## src/rtl/err_conv_monitor.sv

```systemverilog
// LMS error convergence monitor: block-averages |err| over 2^WIN_LOG2 accepted samples
// and classifies the canceller as adapting, converged or diverged.
module err_conv_monitor #(
  parameter int          ERR_WIDTH   = 14,
  parameter int          WIN_LOG2    = 4,
  parameter int unsigned CONV_THRESH = 64,
  parameter int unsigned DIV_THRESH  = 4096,
  parameter int unsigned HOLD_COUNT  = 3
) (
  input  logic                        clk,
  input  logic                        rst,
  input  logic                        enable,
  input  logic                        err_valid,
  input  logic signed [ERR_WIDTH-1:0] err,
  output logic        [ERR_WIDTH-1:0] mag_avg,
  output logic                        avg_valid,
  output logic        [1:0]           state,
  output logic                        converged,
  output logic                        diverged
);

  localparam int ACC_W  = ERR_WIDTH + WIN_LOG2;
  localparam int HOLD_W = $clog2(HOLD_COUNT + 1);
  localparam logic [ERR_WIDTH-1:0] MIN_CODE = {1'b1, {(ERR_WIDTH-1){1'b0}}};
  localparam logic [ERR_WIDTH-1:0] MAX_POS  = {1'b0, {(ERR_WIDTH-1){1'b1}}};

  typedef enum logic [1:0] {
    IDLE    = 2'd0,
    ADAPT   = 2'd1,
    CONV    = 2'd2,
    DIVERGE = 2'd3
  } state_t;

  state_t               state_reg, state_next;
  logic [ACC_W-1:0]     acc_reg, acc_next;
  logic [WIN_LOG2-1:0]  cnt_reg, cnt_next;
  logic [HOLD_W-1:0]    hold_reg, hold_next;
  logic [ERR_WIDTH-1:0] mag_reg, mag_next;
  logic                 valid_reg, valid_next;

  logic [ERR_WIDTH-1:0] err_u;
  logic [ERR_WIDTH-1:0] mag;
  logic [ACC_W-1:0]     sum;
  logic [ERR_WIDTH-1:0] avg_new;
  logic [HOLD_W-1:0]    hold_inc;
  logic                 accept;
  logic                 win_done;
  logic                 above_div;
  logic                 below_conv;
  logic                 hold_reached;

  assign err_u = err;

  // The most negative code has no positive twin, so it saturates.
  always_comb begin
    mag = err_u;
    if (err_u == MIN_CODE) begin
      mag = MAX_POS;
    end else if (err_u[ERR_WIDTH-1]) begin
      mag = ~err_u + 1'b1;
    end
  end

  assign accept       = enable & err_valid;
  assign win_done     = accept && (cnt_reg == {WIN_LOG2{1'b1}});
  assign sum          = acc_reg + {{WIN_LOG2{1'b0}}, mag};
  assign avg_new      = sum[ACC_W-1:WIN_LOG2];
  assign hold_inc     = hold_reg + 1'b1;
  assign above_div    = 32'(avg_new) >= DIV_THRESH;
  assign below_conv   = 32'(avg_new) < CONV_THRESH;
  assign hold_reached = 32'(hold_inc) >= HOLD_COUNT;

  always_ff @(posedge clk or posedge rst) begin
    if (rst) begin
      state_reg <= IDLE;
      acc_reg   <= '0;
      cnt_reg   <= '0;
      hold_reg  <= '0;
      mag_reg   <= '0;
      valid_reg <= 1'b0;
    end else begin
      state_reg <= state_next;
      acc_reg   <= acc_next;
      cnt_reg   <= cnt_next;
      hold_reg  <= hold_next;
      mag_reg   <= mag_next;
      valid_reg <= valid_next;
    end
  end

  always_comb begin
    state_next = state_reg;
    acc_next   = acc_reg;
    cnt_next   = cnt_reg;
    hold_next  = hold_reg;
    mag_next   = mag_reg;
    valid_next = 1'b0;

    if (!enable) begin
      state_next = IDLE;
      acc_next   = '0;
      cnt_next   = '0;
      hold_next  = '0;
    end else begin
      if (accept) begin
        cnt_next = cnt_reg + 1'b1;
        if (win_done) begin
          acc_next   = '0;
          mag_next   = avg_new;
          valid_next = 1'b1;
        end else begin
          acc_next = sum;
        end
      end

      // Classification only moves on window-complete edges; IDLE leaves on any enabled edge.
      unique case (state_reg)
        IDLE: state_next = ADAPT;
        ADAPT: begin
          if (win_done) begin
            if (above_div) begin
              state_next = DIVERGE;
              hold_next  = '0;
            end else if (below_conv) begin
              if (hold_reached) begin
                state_next = CONV;
                hold_next  = '0;
              end else begin
                hold_next = hold_inc;
              end
            end else begin
              hold_next = '0;
            end
          end
        end
        CONV: begin
          if (win_done) begin
            if (above_div) begin
              state_next = DIVERGE;
              hold_next  = '0;
            end else if (!below_conv) begin
              if (hold_reached) begin
                state_next = ADAPT;
                hold_next  = '0;
              end else begin
                hold_next = hold_inc;
              end
            end else begin
              hold_next = '0;
            end
          end
        end
        DIVERGE: state_next = DIVERGE;
        default: state_next = IDLE;
      endcase
    end
  end

  assign mag_avg   = mag_reg;
  assign avg_valid = valid_reg;
  assign state     = state_reg;
  assign converged = (state_reg == CONV);
  assign diverged  = (state_reg == DIVERGE);

endmodule

```

## config.mk

```make
export PLATFORM = sky130hd
export DESIGN_NAME = err_conv_monitor
export DESIGN_NICKNAME = d
export VERILOG_FILES = /design/src/rtl/err_conv_monitor.sv
export SDC_FILE = /design/constraint.sdc
export NUM_CORES = 1
export LEC_CHECK = 0
export BUFFER_PORTS_ARGS = -buffer_cell sky130_fd_sc_hd__clkbuf_2
export CAP_MARGIN = 20
export CORE_UTILIZATION = 45
export CTS_BUF_LIST = sky130_fd_sc_hd__clkbuf_4
export DETAILED_ROUTE_END_ITERATION = 8
export GPL_TIMING_DRIVEN = 0
export MAX_ROUTING_LAYER = met4
export PLACE_DENSITY_LB_ADDON = 0.12
export SLEW_MARGIN = 15
export SYNTH_ARGS = -nofsm -noshare
export SYNTH_HDL_FRONTEND = slang
export SYNTH_SLANG_ARGS = --single-unit
```

## constraint.sdc

```tcl
create_clock -name clk -period 5.9 [get_ports clk]
set_input_delay 0.59 -clock clk [delete_from_list [all_inputs] [get_ports clk]]
set_output_delay 0.59 -clock clk [all_outputs]
set_load 0.01 [all_outputs]
```

# Yosys cells after proc, flatten, opt, wreduce, memory -nomap -nowiden
# Cells that the tools add are included.
# totals
register_bits	41
in_bits	18
output_inout_bits	19
elab_cells	62
# classes
add_sub_neg	4
order_cmp	3
eq_ne	13
mux	29
n_bitwise	2
reduce_logical	5
# op_table
op	count
18-bit 2-to-1 mux	3
2-bit 2-to-1 mux	17
14-bit 2-to-1 mux	2
18-bit by 14-bit adder with 18-bit output	1
14-bit by 1-bit adder with 14-bit output (second input constant)	1
14-bit equality test (second input constant)	1
14-bit by 13-bit >= comparator with 1-bit output (second input constant)	1
14-bit by 7-bit less-than comparator with 1-bit output (second input constant)	1
14-bit inverter	1
4-bit inequality test (second input constant)	3
4-bit 2-to-1 mux	2
2-bit one-hot mux with 4 select lines	1
3-bit AND reduction	2
6-bit AND reduction	1
4-bit by 1-bit adder with 4-bit output (second input constant)	1
2-bit equality test (second input constant)	2
4-bit equality test (second input constant)	1
4-bit by 2-bit inequality test with 1-bit output (second input constant)	1
2-bit one-hot mux with 2 select lines	1
1-bit 2-to-1 mux	3
3-bit by 1-bit inequality test with 1-bit output (second input constant)	1
3-bit by 2-bit inequality test with 1-bit output (second input constant)	1
3-bit inequality test (second input constant)	1
2-bit by 1-bit adder with 2-bit output (second input constant)	1
other kinds (6)	6

# Depth between registers and ports, before layout
# depth
ltp_word	11
ltp_mapped	18
ltp_nobuf	17

# Worst setup path after synthesis
# OpenSTA, ideal clock, no wires.
# synth_path
path_type	input -> register
from	input port err[4]
to	register hold_reg[1]
setup_time_ps	95
arrival_ps	4321
t_required_ps	5805
slack_ps	1484
stages	16
path_buffers	1
cell_sequence	or4_1 -> or3_1 -> or2_2 -> clkbuf_1 -> nand2_1 -> ha_1 -> inv_1 -> fa_1 -> nand2b_1 -> a21oi_1 -> o2111a_1 -> mux2i_1 -> xor2_1 -> and3_4 -> xnor2_1 -> o32ai_2
# synth_via
elab_chain_len	11
word_cells_on_any_way	16
classes_between	2 x add/sub; 2 x order compare; 1 x eq/ne; 10 x mux; 1 x bitwise
# synth_lines
element	line_no	source
start: declaration	14	input logic signed [ERR_WIDTH-1:0] err,
14-bit inverter	60	mag = ~err_u + 1'b1;
14-bit by 1-bit adder with 14-bit output	60	
14-bit 2-to-1 mux	59	end else if (err_u[ERR_WIDTH-1]) begin
14-bit 2-to-1 mux *	57	if (err_u == MIN_CODE) begin
18-bit by 14-bit adder with 18-bit output *	66	assign sum = acc_reg + {{WIN_LOG2{1'b0}}, mag};
14-bit by 7-bit less-than comparator with 1-bit output	70	assign below_conv = 32'(avg_new) < CONV_THRESH;
2-bit 2-to-1 mux (on tied branches)	141, 124	
2-bit 2-to-1 mux (on tied branches)	138, 121	
2-bit 2-to-1 mux (on tied branches)	137, 120	
2-bit one-hot mux with 2 select lines *	117	unique case (state_reg)
2-bit 2-to-1 mux *	99	if (!enable) begin
end signal: assignment	85	hold_reg <= hold_next;
end: declaration	37	logic [HOLD_W-1:0] hold_reg, hold_next;
# Mark *: on every way between the ends. The rest lies on a longest branch, timed or not. The select of a mux whose other input is x is not followed.
# A chain may end at the register's enable or synchronous reset.

# Final worst setup path
# Same ends and word-level chain as after synthesis.

==> impl_results.md <==
- Average via count per standard cell: 5.55
- Clock Latency Late Sink: approximately 0.35 ns
- Highest routed metal layer: met4
- Start-to-end type of the worst setup path: input port to flop
- Warnings from Yosys: 0
- #FFs+latches synth: 41
- Post-route core utilization: 52.2%
- Number of nets in the layout: 433
- Wire length of the first global-routing pass: 12000 um
- Number of antenna cells inserted: 0
- Wire length on met3: 199 um
- Hold violation count in the final report: 0
- Final worst clock skew: slightly below 0.007 ns
- Fin Setup TNS: 0 ns
- Required time worst endpoint: 6.16 ns
- Fin worst setup slack: around 1.0 ns
- Count of flip-flops with a built-in enable after synthesis: 0
- RSZ-0062 raised after global routing: no
- Top cell family by delay on the critical path: simple AND/OR/NAND/NOR gates
- Sequential cell area: between 1000 and 1500 um^2
- Max Transition Viols Final: 0
- Run status: completed
- Crit path largest cell delay: 0.55 ns
- Maximum clock frequency: 0.205 GHz
- CTS max path bufs: 2
- Total number of vias: 2644
- Net count after synthesis: 391
- Die footprint: 6940 um^2
- Commonest cells after routing, fill and taps aside: 68 x sky130_fd_sc_hd__nand2_1, 41 x sky130_fd_sc_hd__dfrtp_1, 34 x sky130_fd_sc_hd__clkbuf_2
- Share of synthesized registers carrying an async set or reset: 100%
- Worst Setup End Kind: flop
- Initial core utilization: 46.9%
- Detailed Place HPWL: about 5300 um
- Final Total Pwr: 0.845 mW
- Placed Instances: 468
- Pwr dens: 255 nW/um^2
- Worst path bufs/invs: 3
- Combined global-route utilization of all metal layers: 21.8%
- Total number of H-tree levels: 2
- Max Cap Viol: 0
- Final count of negative-setup-slack endpoints: 0
- Pin count of the biggest net entering global routing: 25
- Vias in the first global route: 2523
- Master cell of the clock root buffer: sky130_fd_sc_hd__clkbuf_4
- Post-Place Cell Area: 3260 um^2
- Y dimension of the die: 83.3 um
- Startpoint class of the critical path: input port
- Most used flip-flop cell after synthesis: sky130_fd_sc_hd__dfrtp_1
- Footprint of the multi-input gates: 1860 um^2
- Number of buffers added on ports: 34
- Die width: 83.3 um
- Number of placement rows: 29
- TritonCTS clock tree: yes
- Synthesized instance count: 356
- Peak supply drop: 0.150 mV
- Post-route cell area: 3310 um^2
- Most common cell after layout, fill and taps aside: sky130_fd_sc_hd__nand2_1
- Top-level I/O count: 37
- Worst slack on hold paths: 0.197 ns
- Buffers inserted by post-CTS timing repair: 0
- R2R Path Start: acc_reg[0]
- Antenna-violating nets left: 0
- Violation count after the first detailed-route iteration: around 120
- Transition time of the tightest slew-check pin: 0.734 ns
- Area growth from synthesis to final layout: 11.3%
- Launching element of the worst setup path: err[4]
- Clock Sinks: ~40
- Final routed wire length divided by cell count: 14.3 um
- Leakage power figure: 1.59 nW
- Slowest library cell on the worst path: sky130_fd_sc_hd__or4_1
- Pre-Repair DR Iteration Count: 4
- Clock slew at the register clock pins of the worst setup and hold paths: 0.12 ns
- Placement-stage worst setup slack: 0.680 ns
- Cell breakdown of the critical path: clkbuf_2 -> or4_1 -> or3_1 -> or2_2 -> clkbuf_1 -> nand2_1 -> ha_1 -> inv_1 -> fa_1 -> nand2b_1 -> a21oi_1 -> o2111a_1 -> mux2i_1 -> xor2_1 -> and3_4 -> xnor2_1 -> o32ai_2
- Total grt overflow: 0
- Number of buffers added to fix hold violations after cts: 0
- Final critical delay including setup and external delays: 4.87 ns
- Critical Path Fanout Max: 10
- Mapped cell area: 2980 um^2
- Avg Inst Size Synth: between 8 and 9 um^2
- Met2 WL: 3060 um
- Final GP Congestion: 0.878
- Total detailed-routing wirelength: 6830 um
- Cell Count, Final, Fillers Out: 476
- Post-CTS Resized: 0
- Layout cell share with drive strength beyond 1: between 10 and 15%
- Core box area: 6350 um^2
- Data arrival time at the worst-slack endpoint: 5.14 ns
- Fin crit share: between 80% and 90%
- Fillers: 611
- Tightest slew margin relative to the limit: roughly half
- Post-synth cell types: 51
- Part of the Yosys area used for sequential elements: approximately a third
- Met1 wire length: 3510 um
- CTS Buf Count: 5
- Worst hold-check path type: input port to async pin
- Largest register FFs: 18
- Antenna violations before repair: 0
- Detailed-route DRC error count: 0
power breakdown:
group | internal, mW | total (mW) | switching [mW]
Combinational | 0.150 | 0.378 | 0.228
Sequential | 0.311 | 0.332 | 0.0209
Clock | 0.0432 | 0.136 | 0.0923
synth_stat cells, types with 3 or more instances:
cell type | n | area (um^2)
sky130_fd_sc_hd__a211oi_1 | 5 | 37.5
sky130_fd_sc_hd__a21o_1 | 3 | 22.5
sky130_fd_sc_hd__a21oi_1 | 17 | 85.1
sky130_fd_sc_hd__a22o_1 | 8 | 70.1
sky130_fd_sc_hd__a31oi_1 | 4 | 25.0
sky130_fd_sc_hd__a32o_1 | 3 | 30.0
sky130_fd_sc_hd__and2_1 | 7 | 43.8
sky130_fd_sc_hd__buf_1 | 3 | 11.3
sky130_fd_sc_hd__buf_2 | 4 | 20.0
sky130_fd_sc_hd__clkbuf_1 | 6 | 22.5
sky130_fd_sc_hd__dfrtp_1 | 41 | 1030
sky130_fd_sc_hd__ha_1 | 16 | 200
sky130_fd_sc_hd__inv_1 | 11 | 41.3
sky130_fd_sc_hd__mux2i_1 | 5 | 50.1
sky130_fd_sc_hd__nand2_1 | 68 | 255
sky130_fd_sc_hd__nand2b_1 | 11 | 68.8
sky130_fd_sc_hd__nand3_1 | 8 | 40.0
sky130_fd_sc_hd__nor2_1 | 18 | 67.6
sky130_fd_sc_hd__nor2b_1 | 3 | 18.8
sky130_fd_sc_hd__nor3_1 | 3 | 15.0
sky130_fd_sc_hd__o211ai_1 | 4 | 30.0
sky130_fd_sc_hd__o21a_1 | 4 | 30.0
sky130_fd_sc_hd__o21ai_0 | 31 | 155
sky130_fd_sc_hd__o22ai_1 | 4 | 25.0
sky130_fd_sc_hd__or2_2 | 5 | 31.3
sky130_fd_sc_hd__or3_1 | 6 | 37.5
sky130_fd_sc_hd__xnor2_1 | 9 | 78.8
sky130_fd_sc_hd__xor2_1 | 17 | 149
metal layers:
metal  global-route usage [%]  vias to the layer above
met5                        -                        -
met4                     5.49                        0
li1                         -                     1363
met3                     3.08                        6
met1                     30.9                     1232
met2                     33.0                       43
logic make-up (layout without fill, tap and decap cells):
family,count (synthesis),after routing,synth area share (%)
AO/OA/AOI/OAI,101,101,22.9
XOR/XNOR,26,26,7.65
adder cells (fa/ha/maj),17,17,7.40
buffers and inverters,24,67,3.19
flip-flops,41,41,34.5
multiplexers,5,5,1.68
AND/OR/NAND/NOR,142,142,22.7
final timing paths:
check	slack, ns	cells past startpoint	to
worst min register to register	0.48	2	mag_avg[6]
max in group asynchronous	5.24	3	acc_reg[1]
worst max register to register	2.68	11	hold_reg[1]
min in group clk	0.48	2	mag_avg[6]
worst min-delay path	0.20	2	mag_avg[5]
worst max-delay path	1.03	17	hold_reg[1]
layout make-up:
cell class / count / area share, %
Tap cell: 77 / 2.91
Inverter: 11 / 1.25
Clock buffer: 5 / 1.13
Multi-Input combinational cell: 291 / 56.0
Buffer: 13 / 1.62
Clock inverter: 3 / 0.378
Sequential cell: 41 / 31.0
Timing Repair Buffer: 35 / 5.74
Note: power is estimated with default switching activity, not from simulation.
